### config.mk
export PLATFORM = sky130hd
export DESIGN_NAME = if_stage
export DESIGN_NICKNAME = d
export VERILOG_FILES = /design/src/rtl/if_stage_pkg.sv /design/src/rtl/pc_reg.sv /design/src/rtl/if_stage.sv
export SDC_FILE = /design/constraint.sdc
export NUM_CORES = 1
export LEC_CHECK = 0
export BUFFER_PORTS_ARGS = -buffer_cell sky130_fd_sc_hd__buf_2
export CORE_MARGIN = 1.5
export CORE_UTILIZATION = 29
export CTS_CLUSTER_SIZE = 14
export DETAILED_ROUTE_END_ITERATION = 10
export GPL_TIMING_DRIVEN = 0
export PLACE_DENSITY_LB_ADDON = 0.25
export SETUP_SLACK_MARGIN = 0.05
export SYNTH_ARGS = -nofsm -noshare
export SYNTH_HDL_FRONTEND = slang
export SYNTH_SLANG_ARGS = --single-unit
### constraint.sdc
create_clock -name clk -period 2.5 [get_ports clk]
set_input_delay 0.375 -clock clk [delete_from_list [all_inputs] [get_ports clk]]
set_output_delay 0.375 -clock clk [all_outputs]
set_load 0.05 [all_outputs]
### src/rtl/if_stage_pkg.sv
// Shared definitions for the instruction fetch stage: NOP encoding and
// the fetch FSM state encodings.
package if_stage_pkg;

  // addi x0, x0, 0 -- the canonical RV32I NOP placed in IF/ID bubbles
  localparam logic [31:0] INST_NOP = 32'h0000_0013;

  typedef enum logic [1:0] {
    IF_REQ   = 2'd0,
    IF_WAIT  = 2'd1,
    IF_HOLD  = 2'd2,
    IF_DRAIN = 2'd3
  } if_state_e;

endpackage

### src/rtl/pc_reg.sv
// Program counter register: reset to RESET_PC, load a word-aligned redirect
// target, or advance by one instruction (modulo 2^32).
module pc_reg #(
  parameter logic [31:0] RESET_PC = 32'h0000_0000
) (
  input  logic        clk,
  input  logic        rst,
  input  logic        load,
  input  logic [31:0] load_pc,
  input  logic        inc,
  output logic [31:0] pc
);

  // Redirect beats increment; the low two bits of a target are always cleared
  always_ff @(posedge clk) begin
    if (rst) begin
      pc <= RESET_PC;
    end else if (load) begin
      pc <= load_pc & 32'hFFFF_FFFC;
    end else if (inc) begin
      pc <= pc + 32'd4;
    end
  end

endmodule

### src/rtl/if_stage.sv
// Instruction fetch stage with IF/ID pipeline register. One outstanding
// instruction-memory request at a time; a skid buffer catches a response
// that arrives while decode is stalled, and redirects flush IF/ID to a bubble.
import if_stage_pkg::*;

module if_stage #(
  parameter logic [31:0] RESET_PC = 32'h0000_0000
) (
  input  logic        clk,
  input  logic        rst,
  input  logic        stall_i,
  input  logic        redirect_i,
  input  logic [31:0] redirect_pc_i,
  output logic        imem_req_o,
  output logic [31:0] imem_addr_o,
  input  logic        imem_rvalid_i,
  input  logic [31:0] imem_rdata_i,
  output logic        id_valid_o,
  output logic [31:0] id_pc_o,
  output logic [31:0] id_instr_o
);

  if_state_e   state;
  logic [31:0] pc;
  logic [31:0] skid;
  logic        deliver;
  logic [31:0] deliver_data;

  pc_reg #(.RESET_PC(RESET_PC)) u_pc_reg (
    .clk     (clk),
    .rst     (rst),
    .load    (redirect_i),
    .load_pc (redirect_pc_i),
    .inc     (deliver),
    .pc      (pc)
  );

  // Request is issued straight from REQ; a same-cycle redirect suppresses it
  assign imem_req_o  = (state == IF_REQ) && !redirect_i && !rst;
  assign imem_addr_o = pc;

  // An instruction moves into IF/ID this cycle either straight from memory
  // (WAIT) or from the skid buffer (HOLD), never while stalled or redirected
  always_comb begin
    deliver      = 1'b0;
    deliver_data = skid;
    if (!redirect_i && !stall_i) begin
      if (state == IF_WAIT && imem_rvalid_i) begin
        deliver      = 1'b1;
        deliver_data = imem_rdata_i;
      end else if (state == IF_HOLD) begin
        deliver = 1'b1;
      end
    end
  end

  // Fetch FSM and skid buffer capture
  always_ff @(posedge clk) begin
    if (rst) begin
      state <= IF_REQ;
      skid  <= '0;
    end else begin
      case (state)
        IF_REQ: begin
          state <= redirect_i ? IF_REQ : IF_WAIT;
        end
        IF_WAIT: begin
          if (redirect_i) begin
            // A response landing with the redirect is simply discarded;
            // otherwise the stale response still has to be drained
            state <= imem_rvalid_i ? IF_REQ : IF_DRAIN;
          end else if (imem_rvalid_i) begin
            if (stall_i) begin
              skid  <= imem_rdata_i;
              state <= IF_HOLD;
            end else begin
              state <= IF_REQ;
            end
          end
        end
        IF_HOLD: begin
          if (redirect_i || !stall_i) begin
            state <= IF_REQ;
          end
        end
        IF_DRAIN: begin
          // Leaving on rvalid even under redirect keeps DRAIN from waiting
          // on a response that has already been consumed
          if (imem_rvalid_i) begin
            state <= IF_REQ;
          end
        end
        default: begin
          state <= IF_REQ;
        end
      endcase
    end
  end

  // IF/ID register: redirect flushes, stall holds, otherwise load or bubble
  always_ff @(posedge clk) begin
    if (rst || redirect_i) begin
      id_valid_o <= 1'b0;
      id_pc_o    <= '0;
      id_instr_o <= INST_NOP;
    end else if (!stall_i) begin
      if (deliver) begin
        id_valid_o <= 1'b1;
        id_pc_o    <= pc;
        id_instr_o <= deliver_data;
      end else begin
        id_valid_o <= 1'b0;
        id_pc_o    <= '0;
        id_instr_o <= INST_NOP;
      end
    end
  end

endmodule

==> results.sh <==
export IMPL_outcome="finished clean"
export IMPL_p_leak_nw=2.87
export IMPL_routed_wl_um=17300
export IMPL_fmax_ghz=0.435
export IMPL_cpPeakStageDelay_ps=490
export IMPL_reg_largest_list="id_instr_o (32), skid (32)"
export IMPL_critPathArrivalTime_ps=2640
export IMPL_root_buffer="clkbuf_16"
export IMPL_drv_cap=0
export IMPL_avgSynthCellArea_um2=8.50
export IMPL_insertion_delay_ps=410
export IMPL_p_clk_share_pct=51.4
export IMPL_synth_top_area_cell="dfxtp_1"
export IMPL_async_flop_share_pct=0
export IMPL_firstDrtPassIters=5
export IMPL_min_delay_path_depth=3
export IMPL_synth_cell_type_count=51
export IMPL_cp_data_required_time_ps=2840
export IMPL_synth_area_top_cells="dfxtp_1 48%, nand2_1 6.0%, a21oi_1 5.7%, a222oi_1 5.5%, nor2_1 5.3%"
export IMPL_pwr_density_cell_nw_per_um2=762
export IMPL_clk_pin_slew_ps=60
export IMPL_cp_slowest_cell="dfxtp_1"
export IMPL_pwr_share_seq_pct=39.8
export IMPL_ant_nets=0
export IMPL_synth_seq_cells=127
export IMPL_cts_setup_buffers=0
export IMPL_num_fill_cells=1848
export IMPL_die_h_um=138
export IMPL_final_max_slew_viol_count=0
export IMPL_cts_sinks=127
export IMPL_tightest_slew_ps=688
export IMPL_power_w=0.00537
export IMPL_stdcell_area_um2=7040
export IMPL_num_vias=5168
export IMPL_cts_buffer_depth=2
export IMPL_die_area_um2=19000
export IMPL_htreeDepth=4
export IMPL_crit_top_cell="or3_1"
export IMPL_hold_end="u_pc_reg.pc[3]"
export IMPL_r2r_start="u_pc_reg.pc[2]"
export IMPL_ys_flop_type="dfxtp_1"
export IMPL_viasPerCell=4.95
export IMPL_synth_edf_count=0
export IMPL_rows=49
export IMPL_grt_max_degree=17
export IMPL_crit_path_max_fanout=8
export IMPL_p_sw_share_pct=25.2
export IMPL_post_route_drc_count=0
export IMPL_min_period_over_period_pct=92.0
export IMPL_synth_top_area_share_pct=48.3
export IMPL_setup_viol=0
export IMPL_hp_class="in -> reg"
export IMPL_hold_viol=0
export IMPL_fin_crit_ps=2300
export IMPL_rsz0062_at_grt="false"
export IMPL_gp_congestion=0.772
export IMPL_cp_num_buf_inv=1
export IMPL_drt_iter0_markers=413
export IMPL_syn_inst=619
export IMPL_die_w_um=138
export IMPL_area_delta_synth_final_pct=33.8
export IMPL_cts_hold_buffers=0
export IMPL_crit_family="simple AND/OR/NAND/NOR gates"
export IMPL_critPathCaptureType="flip-flop"
export IMPL_grt_overflow_total=0
export IMPL_ys_warn_count=0
export IMPL_rr_worst_depth=7
export IMPL_r2r_slack_ps=200
export IMPL_combPwrFrac_pct=8.9
export IMPL_core_area_um2=17900
export IMPL_intPower_w=0.00401
export IMPL_grt_pass1_wl_um=25900
export IMPL_slew_headroom_pct=53.7
export IMPL_power_switching_w=0.00135
export IMPL_wl_per_cell_um=16.6
export IMPL_crit_path_start_kind="flip-flop"
export IMPL_grt_pass1_vias=4736
export IMPL_io_pins=167
export IMPL_cts_buffers=17
export IMPL_grt_antenna_before_repair=2
export IMPL_path_cells="ha_1 -> nand3_1 -> or3_1 -> clkbuf_1 -> or2_1 -> or3_1 -> a31oi_1"
export IMPL_critical_path_class="reg -> reg"
export IMPL_fin_util_pct=39.3
export IMPL_cts_tree="done"
export IMPL_ys_seq_area_share_pct=48.3
export IMPL_regToRegEndpoint="u_pc_reg.pc[22]"
export IMPL_register_area_um2=2540
export IMPL_dpl_hpwl_um=12400
export IMPL_peakVddDrop_mv=0.470
export IMPL_skew_ps=5.62
export IMPL_io_buffers=160
export IMPL_drive_gt1_share_pct=26.0
export IMPL_grtUsageTotal_pct=18.2
export IMPL_placed_area_um2=6360
export IMPL_nNetsFinal=871
export IMPL_synthesis_area_um2=5260
export IMPL_multiInputGateArea_um2=2420
export IMPL_fin_hold_ws_ps=194
export IMPL_initial_utilization_pct=29.4
export IMPL_hp_start="redirect_pc_i[3]"
==> layer usage <==
layer	routed length [um]	share of wire (%)	up-vias	global-route usage, %
li1	-	-	2569	-
met1	7610	44	2399	22.5
met2	8050	47	176	29.7
met3	1300	7.5	24	5.89
met4	347	2.0	0	6.48
met5	0	0	-	0
==> cell usage after synthesis (2+ instances only) <==
master / count
nor2b_1: 4
nor3b_1: 2
and4_1: 2
xnor2_1: 10
o22ai_1: 3
a31oi_1: 5
or3_1: 7
nor3_1: 12
a2111oi_0: 2
nand4_1: 10
or2_2: 2
xor2_1: 10
o21a_1: 18
clkbuf_1: 37
inv_1: 21
buf_6: 2
mux2i_1: 3
nor4_1: 4
buf_1: 6
a222oi_1: 29
nand2_1: 84
o21ai_0: 11
nor2_1: 75
a21oi_1: 60
buf_4: 5
or4_1: 2
a22oi_1: 31
nand3_1: 10
a211o_1: 2
dfxtp_1: 127
a21o_1: 3
==> what timing repair did <==
| item | CTS | global route |
|---|---|---|
| gates resized for setup | 1 | 8 |
| endpoints found under the hold margin | 0 | 0 |
| setup endpoints to repair | 1 | 36 |
==> cell type report <==
type                            instances  area share (%)
Antenna cell                            1          0.0355
Buffer                                 52            3.55
Clock buffer                           19            6.29
Clock inverter                         13            3.02
Inverter                               21            1.12
Multi-Input combinational cell        422            34.4
Sequential cell                       127            36.1
Tap cell                              229            4.07
Timing Repair Buffer                  160            11.4
==> placed cells by master (no fill, tap or decap), drive strengths merged, types with 3 or more instances in the layout <==
cell,n
a21oi,60
nor3,12
a222oi,29
conb,4
clkinvlp,3
clkbuf,57
a22oi,31
dfxtp,127
nor2,75
o21a,18
o22ai,3
xnor2,10
nand4,11
buf,173
a2111oi,3
clkinv,5
inv,21
xor2,10
bufinv,5
nor2b,4
or2,4
nand2,84
o21ai,12
a31oi,5
or3,7
nand3,10
mux2i,3
nor4,4
a21o,3
==> power groups by stage <==
stage          Clock (W)  Combinational (W)  Sequential (W)
2_1_floorplan          0           0.000192         0.00228
3_3_place_gp           0           0.000474         0.00218
3_5_place_dp           0           0.000474         0.00218
4_1_cts          0.00281           0.000476         0.00213
5_1_grt          0.00291           0.000515         0.00214
6_report         0.00276           0.000475         0.00214
==> tightest hold or removal path, cell delays in order <==
cell     delay, ps
buf_2           70
mux2i_1         50
nor2_1          70
==> worst max-delay path by stage <==
| stage | start | end | slack [ps] | depth (start not counted) |
|---|---|---|---|---|
| finish | u_pc_reg.pc[2] | u_pc_reg.pc[22] | 200 | 7 |
| global route | u_pc_reg.pc[2] | u_pc_reg.pc[22] | 60 | 7 |
| CTS | state[1] | id_pc_o[30] | 60 | 6 |
| detailed placement | stall_i | skid[24] | -250 | 7 |
| global placement | stall_i | skid[31] | -220 | 7 |
| floorplan | redirect_i | imem_req_o | 50 | 4 |
==> cells by family after synthesis <==
family,after synthesis,synth area share [%]
fa+ha+maj,1,0.238
flops,127,48.3
simple gates,222,18.7
xor+xnor,20,3.33
other cells,1,0.0713
compound gates,171,22.4
mux,4,0.785
buf+inv,73,6.16
==> through the flow <==
| stage | TNS [ps] | instances | worst slack, ps |
|---|---|---|---|
| after floorplan | 0 | 622 | 51.8 |
| after global placement | -5830 | 1011 | -221 |
| after detailed placement | -6040 | 1011 | -247 |
| after CTS | 0 | 1043 | 63.4 |
| after global routing | 0 | 1043 | 58.6 |
| final | 0 | 1044 | 199 |
No activity file was read; power rests on OpenSTA's default activity.
